**src/rtl/serial_adder.sv**
```systemverilog
// Bit-serial adder: one full-adder step per clock, LSB first, result after WIDTH steps.
// Optional subtract mode is compiled in with `define SERIAL_ADDER_SUB_EN.
module serial_adder #(
  parameter int WIDTH = 8
) (
  input  logic             i_clk,
  input  logic             i_rst,
  input  logic             i_start,
  input  logic [WIDTH-1:0] i_a,
  input  logic [WIDTH-1:0] i_b,
  input  logic             i_cin,
`ifdef SERIAL_ADDER_SUB_EN
  input  logic             i_sub,
`endif
  output logic             o_busy,
  output logic             o_done,
  output logic [WIDTH-1:0] o_sum,
  output logic             o_cout,
  output logic             o_overflow
);

  localparam int CNT_W = (WIDTH > 2) ? $clog2(WIDTH) : 1;
  localparam logic [CNT_W-1:0] LAST_STEP = CNT_W'(WIDTH - 1);

  typedef enum logic [1:0] {
    S_IDLE = 2'd0,
    S_RUN  = 2'd1,
    S_DONE = 2'd2
  } state_t;

  state_t             r_state;
  state_t             w_state_nxt;
  logic [WIDTH-1:0]   r_a;
  logic [WIDTH-1:0]   r_b;
  logic [WIDTH-1:0]   r_sum;
  logic [CNT_W-1:0]   r_cnt;
  logic               r_carry;
  logic               r_ovf;
  logic               w_accept;
  logic               w_last;
  logic               w_b_bit;
  logic [1:0]         w_fa;
  logic               w_binv;
  logic               w_carry_init;

  // Returns {carry_out, sum_bit} for a single full-adder step.
  function automatic logic [1:0] fa_step(input logic fa_a, input logic fa_b, input logic fa_c);
    return {(fa_a & fa_b) | (fa_a & fa_c) | (fa_b & fa_c), fa_a ^ fa_b ^ fa_c};
  endfunction

`ifdef SERIAL_ADDER_SUB_EN
  logic r_sub;

  always_ff @(posedge i_clk) begin
    if (i_rst) begin
      r_sub <= 1'b0;
    end else if (w_accept) begin
      r_sub <= i_sub;
    end
  end

  assign w_binv       = r_sub;
  // Subtraction is A + ~B + 1, so the carry seed replaces cin.
  assign w_carry_init = i_sub ? 1'b1 : i_cin;
`else
  assign w_binv       = 1'b0;
  assign w_carry_init = i_cin;
`endif

  assign w_accept = (r_state == S_IDLE) && i_start;
  assign w_last   = (r_cnt == LAST_STEP);
  assign w_b_bit  = r_b[0] ^ w_binv;
  assign w_fa     = fa_step(r_a[0], w_b_bit, r_carry);

  always_ff @(posedge i_clk) begin
    if (i_rst) begin
      r_state <= S_IDLE;
    end else begin
      r_state <= w_state_nxt;
    end
  end

  always_comb begin
    w_state_nxt = r_state;
    o_busy      = 1'b0;
    o_done      = 1'b0;
    unique case (r_state)
      S_IDLE: begin
        if (i_start) w_state_nxt = S_RUN;
      end
      S_RUN: begin
        o_busy = 1'b1;
        if (w_last) w_state_nxt = S_DONE;
      end
      S_DONE: begin
        o_done      = 1'b1;
        w_state_nxt = S_IDLE;
      end
      default: w_state_nxt = S_IDLE;
    endcase
  end

  always_ff @(posedge i_clk) begin
    if (i_rst) begin
      r_a     <= '0;
      r_b     <= '0;
      r_sum   <= '0;
      r_cnt   <= '0;
      r_carry <= 1'b0;
      r_ovf   <= 1'b0;
    end else if (w_accept) begin
      r_a     <= i_a;
      r_b     <= i_b;
      r_sum   <= '0;
      r_cnt   <= '0;
      r_carry <= w_carry_init;
      r_ovf   <= 1'b0;
    end else if (r_state == S_RUN) begin
      // Sum bits enter at the MSB so the first (LSB) bit lands in bit 0 after WIDTH shifts.
      r_a     <= r_a >> 1;
      r_b     <= r_b >> 1;
      r_sum   <= {w_fa[0], r_sum[WIDTH-1:1]};
      r_carry <= w_fa[1];
      r_cnt   <= r_cnt + CNT_W'(1);
      if (w_last) r_ovf <= r_carry ^ w_fa[1];
    end
  end

  assign o_sum      = r_sum;
  assign o_cout     = r_carry;
  assign o_overflow = r_ovf;

endmodule

```
**config.mk**
```make
export PLATFORM = sky130hd
export DESIGN_NAME = serial_adder
export DESIGN_NICKNAME = d
export VERILOG_FILES = /design/src/rtl/serial_adder.sv
export SDC_FILE = /design/constraint.sdc
export NUM_CORES = 1
export LEC_CHECK = 0
export BUFFER_PORTS_ARGS = -buffer_cell sky130_fd_sc_hd__buf_4
export CORE_MARGIN = 2
export CORE_UTILIZATION = 56
export DETAILED_ROUTE_END_ITERATION = 6
export GPL_TIMING_DRIVEN = 1
export PLACE_DENSITY = 0.95
export SYNTH_ARGS = -nofsm -noshare
export SYNTH_HDL_FRONTEND = slang
export SYNTH_SLANG_ARGS = --single-unit
export TNS_END_PERCENT = 50
```
**constraint.sdc**
```tcl
create_clock -name i_clk -period 2.92 [get_ports i_clk]
set_clock_uncertainty 0.2 [all_clocks]
set_input_delay 0.438 -clock i_clk [delete_from_list [all_inputs] [get_ports i_clk]]
set_output_delay 0.438 -clock i_clk [all_outputs]
set_load 0.05 [all_outputs]
```
## Word level (Yosys, flattened, before mapping)

Index checks and enable logic that the tools add are counted.
Widths: inputs -> output; s select.

| operators by class | value |
|---|---|
| bitwise gates (word level) | 8 |
| reductions and logical operators | 6 |
| add/sub/neg operators | 1 |
| equality and inequality tests | 5 |
| muxes and demuxes | 11 |

Operators with widths:

| cell | number |
|---|---|
| $mux 8 | 4 |
| $mux 1 | 4 |
| $mux 2 | 2 |
| $ne 2x2->1 const B | 2 |
| $pmux 2 s2 | 1 |
| $reduce_and 2->1 | 2 |
| $add 3x1->3 const B | 1 |
| $and 1x1->1 | 3 |
| $eq 3x3->1 const B | 1 |
| $xor 1x1->1 | 3 |
| $eq 2x1->1 const B | 1 |
| $eq 2x2->1 const B | 1 |
| $logic_not 2->1 | 1 |
| $or 1x1->1 | 2 |
| $reduce_bool 2->1 | 1 |
| $reduce_or 2->1 | 1 |
| $logic_and 1x1->1 | 1 |

| storage, ports and cells | value |
|---|---|
| output and inout bits | 12 |
| bits in registers | 31 |
| logic and storage cells | 38 |
| input port bits | 20 |

## Depth between registers and ports, before layout

| logic depth | value |
|---|---|
| depth after elaboration | 5 |
| depth in mapped cells | 5 |

## Least setup slack after synthesis

OpenSTA, ideal clock, no wires.

| timing path | value |
|---|---|
| path kind | flip-flop to output port |
| from | register r_state[1] |
| to | output port o_done |
| buffers on the path | 1 |
| data arrival time | 1.363 ns |
| cell stages (with the launch flop) | 4 |
| setup slack | 0.919 ns |
| cells stage by stage | dfxtp_1 -> inv_1 -> buf_2 -> nor2_1 |

| on the way | value |
|---|---|
| word-level cells in the longest chain between the ends | 2 |

RTL lines:

| what | line | source |
|---|---|---|
| from (decl) | 31 | `state_t r_state;` |
| from (signal assigned) | 79 | `r_state <= w_state_nxt;` |
| $eq 2x2->1 | 87 | `unique case (r_state)` |
| $mux 1 | 87 |  |
| to (decl) | 16 | `output logic o_done,` |

No other way between the ends.

## Worst setup path after layout

| timing path | value |
|---|---|
| from | register r_state[0] |
| to | output port o_busy |

| on the way | value |
|---|---|
| word-level cells in the longest chain between the ends | 2 |

RTL lines:

| what | line | source |
|---|---|---|
| $eq 2x1->1 | 87 |  |
| $mux 1 | 87 |  |
| to (decl) | 15 | `output logic o_busy,` |

No other way between the ends.

==> report_table.html <==
<table>
<tr><th>Metric</th><th>Value</th></tr>
<tr><th colspan="2">Outcome</th></tr>
<tr><td>Status</td><td>completed</td></tr>
<tr><th colspan="2">Critical path</th></tr>
<tr><td>Critical path capture point type</td><td>output port</td></tr>
<tr><td>Setup crit start kind</td><td>flip-flop</td></tr>
<tr><td>Maximum fanout along the worst path</td><td>16</td></tr>
<tr><td>Critical path start-end classification</td><td>reg -&gt; out</td></tr>
<tr><td>Data arrival, critical path</td><td>1640 ps</td></tr>
<tr><td>Data required time of the worst path</td><td>2280 ps</td></tr>
<tr><th colspan="2">Route</th></tr>
<tr><td>Number of design-rule violations left by the first detailed-router iteration</td><td>38</td></tr>
<tr><td>Residual DRC count</td><td>0</td></tr>
<tr><td>Initial DRT Pass Iterations</td><td>4</td></tr>
<tr><td>Detailed-route wire length</td><td>3157 um</td></tr>
<tr><td>Vias</td><td>1220</td></tr>
<tr><td>Detail-routed net length per standard cell</td><td>15.03 um</td></tr>
<tr><td>Via-to-Cell Ratio</td><td>5.810</td></tr>
<tr><td>Count of antenna-violating nets left after detailed routing</td><td>0</td></tr>
<tr><th colspan="2">Layout</th></tr>
<tr><td>Antenna cell count</td><td>0</td></tr>
<tr><td>Final layout net count</td><td>205</td></tr>
<tr><td>Layout area overhead</td><td>21.90%</td></tr>
<tr><td>Fraction of layout cells with a size suffix above 1</td><td>28.57%</td></tr>
<tr><td>Count of filler cells inserted in the layout</td><td>169</td></tr>
<tr><th colspan="2">Power</th></tr>
<tr><td>Max rail drop VDD</td><td>0.0004307 V</td></tr>
<tr><td>Power dissipated by switching net loads</td><td>231.3 uW</td></tr>
<tr><td>Power per cell area</td><td>553.3 nW/um2</td></tr>
<tr><td>Part of the total power dissipated in combinational logic</td><td>15.2%</td></tr>
<tr><td>Leak</td><td>0.6614 nW</td></tr>
<tr><td>Clock power frac</td><td>34.1%</td></tr>
<tr><td>Int Power</td><td>681.9 uW</td></tr>
<tr><td>Switching share of total power</td><td>25.32%</td></tr>
<tr><td>Proportion of power drawn by flip-flops and latches</td><td>50.6%</td></tr>
<tr><th colspan="2">CTS</th></tr>
<tr><td>Number of gates given a new drive strength after cts</td><td>0</td></tr>
<tr><td>Clock insertion delay at the later pin of the skew report</td><td>310 ps</td></tr>
<tr><td>TritonCTS clock tree</td><td>done</td></tr>
<tr><td>Post-CTS Hold Fix Bufs</td><td>0</td></tr>
<tr><td>Clock-pin slew on the worst setup and hold paths</td><td>90 ps</td></tr>
<tr><td>H-tree levels</td><td>2</td></tr>
<tr><td>Total CTS buffers</td><td>5</td></tr>
<tr><td>Clock sink count</td><td>31</td></tr>
<tr><td>Root buffer cell</td><td>clkbuf_4</td></tr>
<tr><td>Number of setup buffers added after CTS</td><td>0</td></tr>
<tr><td>Buffers from clock root to sink, at most</td><td>2</td></tr>
<tr><th colspan="2">Die</th></tr>
<tr><td>Full die area</td><td>2827 um2</td></tr>
<tr><td>Top-level I/O count</td><td>32</td></tr>
<tr><td>Rows</td><td>17</td></tr>
<tr><td>Starting utilization of the core area</td><td>60.04%</td></tr>
<tr><td>Die outline width</td><td>53.17 um</td></tr>
<tr><td>Height of the chip</td><td>53.17 um</td></tr>
<tr><td>Area of the core region</td><td>2255 um2</td></tr>
<tr><th colspan="2">Synth</th></tr>
<tr><td>Gate count of the mapped netlist</td><td>152</td></tr>
<tr><td>Post-synthesis area per instance</td><td>8.907 um2</td></tr>
<tr><td>Mapped Nets</td><td>175</td></tr>
<tr><td>Synth Cell Area</td><td>1354 um2</td></tr>
<tr><td>Portion of the post-synthesis area used by sequential elements</td><td>45.84%</td></tr>
<tr><td>Share of the synthesized area in the top cell type</td><td>45.84%</td></tr>
<tr><td>Number of distinct library cells after synthesis</td><td>23</td></tr>
<tr><td>Top cell type by total area after synthesis</td><td>dfxtp_1</td></tr>
<tr><td>Synth warn</td><td>0</td></tr>
<tr><td>Most area-consuming cells after synthesis</td><td>dfxtp_1 46%, a211oi_2 9.2%, nor2_1 7.8%</td></tr>
<tr><td>Number of register bits inferred by synthesis</td><td>31</td></tr>
<tr><th colspan="2">Timing</th></tr>
<tr><td>Setup-violating endpoint count in the final report</td><td>0</td></tr>
<tr><td>Setup tns final</td><td>0 ps</td></tr>
<tr><td>Share of the clock period used by the worst path after layout</td><td>78.12%</td></tr>
<tr><td>Worst slew slack as a fraction of its limit</td><td>72.92%</td></tr>
<tr><td>Worst-Margin Slew</td><td>406.2 ps</td></tr>
<tr><td>Final Max Slew Viols</td><td>0</td></tr>
<tr><td>Final worst slack</td><td>638.8 ps</td></tr>
<tr><td>Clock period minus final worst setup slack</td><td>2281 ps</td></tr>
<tr><td>Fmax achieved</td><td>438.4 MHz</td></tr>
<tr><td>Setup repair after global routing missed its margin</td><td>no</td></tr>
<tr><td>Endpoints failing hold</td><td>0</td></tr>
<tr><th colspan="2">Placement</th></tr>
<tr><td>DP Worst Slack</td><td>1022 ps</td></tr>
<tr><td>Last weighted congestion value of the routability-driven placer</td><td>0.7690</td></tr>
<tr><td>Count of port buffers added during placement</td><td>31</td></tr>
<tr><td>HPWL after detailed placement</td><td>2188 um</td></tr>
<tr><th colspan="2">Global route</th></tr>
<tr><td>Total congestion overflow after global routing</td><td>0</td></tr>
<tr><td>Largest net degree at the start of global routing</td><td>21</td></tr>
<tr><td>Tot GR Track Use</td><td>25.31%</td></tr>
<tr><td>Number of global-route vias before repair</td><td>1153</td></tr>
<tr><td>First-pass GRT wire length</td><td>5085 um</td></tr>
<tr><td>Number of antenna violations at the first check in global routing</td><td>0</td></tr>
<tr><th colspan="2">Hold path</th></tr>
<tr><td>HP Class</td><td>in -&gt; reg</td></tr>
<tr><th colspan="2">Run</th></tr>
<tr><td>Max-capacitance violation count</td><td>0</td></tr>
</table>
-- routing by layer --
metal / part of all wire [%] / global-route usage (%) / routed length (um) / vias up
met5: 0 / 0 / 0 / -
met4: 2.1 / 11.97 / 65 / 0
met3: 4.4 / 6.780 / 138 / 8
met2: 53 / 44.17 / 1666 / 31
met1: 41 / 28.32 / 1286 / 588
li1: - / - / - / 593
-- cell usage after synthesis --
cell type and number:
dfxtp_1 31, nor2_1 28, nand2_1 21, a21oi_1 13, a211oi_2 10, o2bb2ai_1 9
buf_2 7, o22ai_1 6, a211oi_1 5, buf_4 3, ha_1 2, inv_2 2
nand2b_1 2, nand3_1 2, o21ai_0 2, xnor2_1 2, a2111oi_0 1, a21o_1 1
a311oi_1 1, fa_1 1, inv_1 1, nor2b_1 1, o21ba_2 1
-- cell families (layout without fill, tap and decap cells) --
family,count (synthesis),count (layout),synth area share [%]
AOI/OAI and AO/OA,49,49,28.74
xor gates and xnor gates,2,2,1.294
adders and majority gates,3,3,3.327
DFF,31,31,45.84
buffers and inverters,13,43,5.083
and+or+nand+nor,54,54,15.71
-- cells in the final DEF, fill, tap and decap left out, types with 5 or more instances in the layout --
cell,count
buf_4,33
a211oi_1,5
o22ai_1,6
dfxtp_1,31
o2bb2ai_1,9
nor2_1,28
a21oi_1,13
clkbuf_4,5
a211oi_2,10
nand2_1,21
-- power groups by stage --
stage / clock (mW) / combinational [mW] / sequential (mW)
floorplan: 0 / 0.0911 / 0.476
global placement: 0 / 0.131 / 0.469
detailed placement: 0 / 0.137 / 0.471
CTS: 0.313 / 0.138 / 0.462
global route: 0.339 / 0.152 / 0.464
finish: 0.312 / 0.139 / 0.462
-- worst max-delay path, cell delays in order (launching register included) --
cell,delay (ps)
dfxtp_1,320
buf_4,200
nand2b_1,260
inv_2,290
buf_4,250
-- final timing paths --
| path | startpoint | to | slack (ps) | cells past startpoint |
|---|---|---|---|---|
| setup / recovery | r_state[0] | o_busy | 640 | 4 |
| hold / removal | i_b[7] | r_b[7] | 200 | 3 |
| setup reg to reg | r_state[0] | o_overflow | 1200 | 5 |
| hold reg to reg | r_cnt[1] | r_cnt[1] | 270 | 2 |
-- state kept, by name, summed over array words and instances (netlist names) --
signal and flops:
o_cout 1, o_overflow 1, o_sum 8, r_a 8, r_b 8, r_cnt 3
r_state 2
-- stage by stage --
stage	util (%)	hold slack, ps	std cells	area (um2)	power [mW]
final	73.20	202.5	210	1650	0.9132
after global routing	73.20	193.5	210	1650	0.9553
after CTS	73.20	199.4	210	1650	0.9131
after detailed placement	70.03	260.3	203	1579	0.6085
after global placement	70.03	245.9	203	1579	0.6000
after floorplan	-	238.1	152	1354	0.5675
-- final cells by class --
| cell class | instances | area, um2 | share of cell area [%] |
|---|---|---|---|
| Tap cell | 28 | 35.03 | 2.123 |
| Multi-Input combinational cell | 108 | 664.4 | 40.26 |
| Clock buffer | 6 | 41.29 | 2.502 |
| Sequential cell | 31 | 620.6 | 37.60 |
| Inverter | 3 | 11.26 | 0.6823 |
| Timing Repair Buffer | 33 | 247.7 | 15.01 |
| Clock inverter | 1 | 30.03 | 1.820 |
Note: power is estimated with default switching activity, not from simulation.
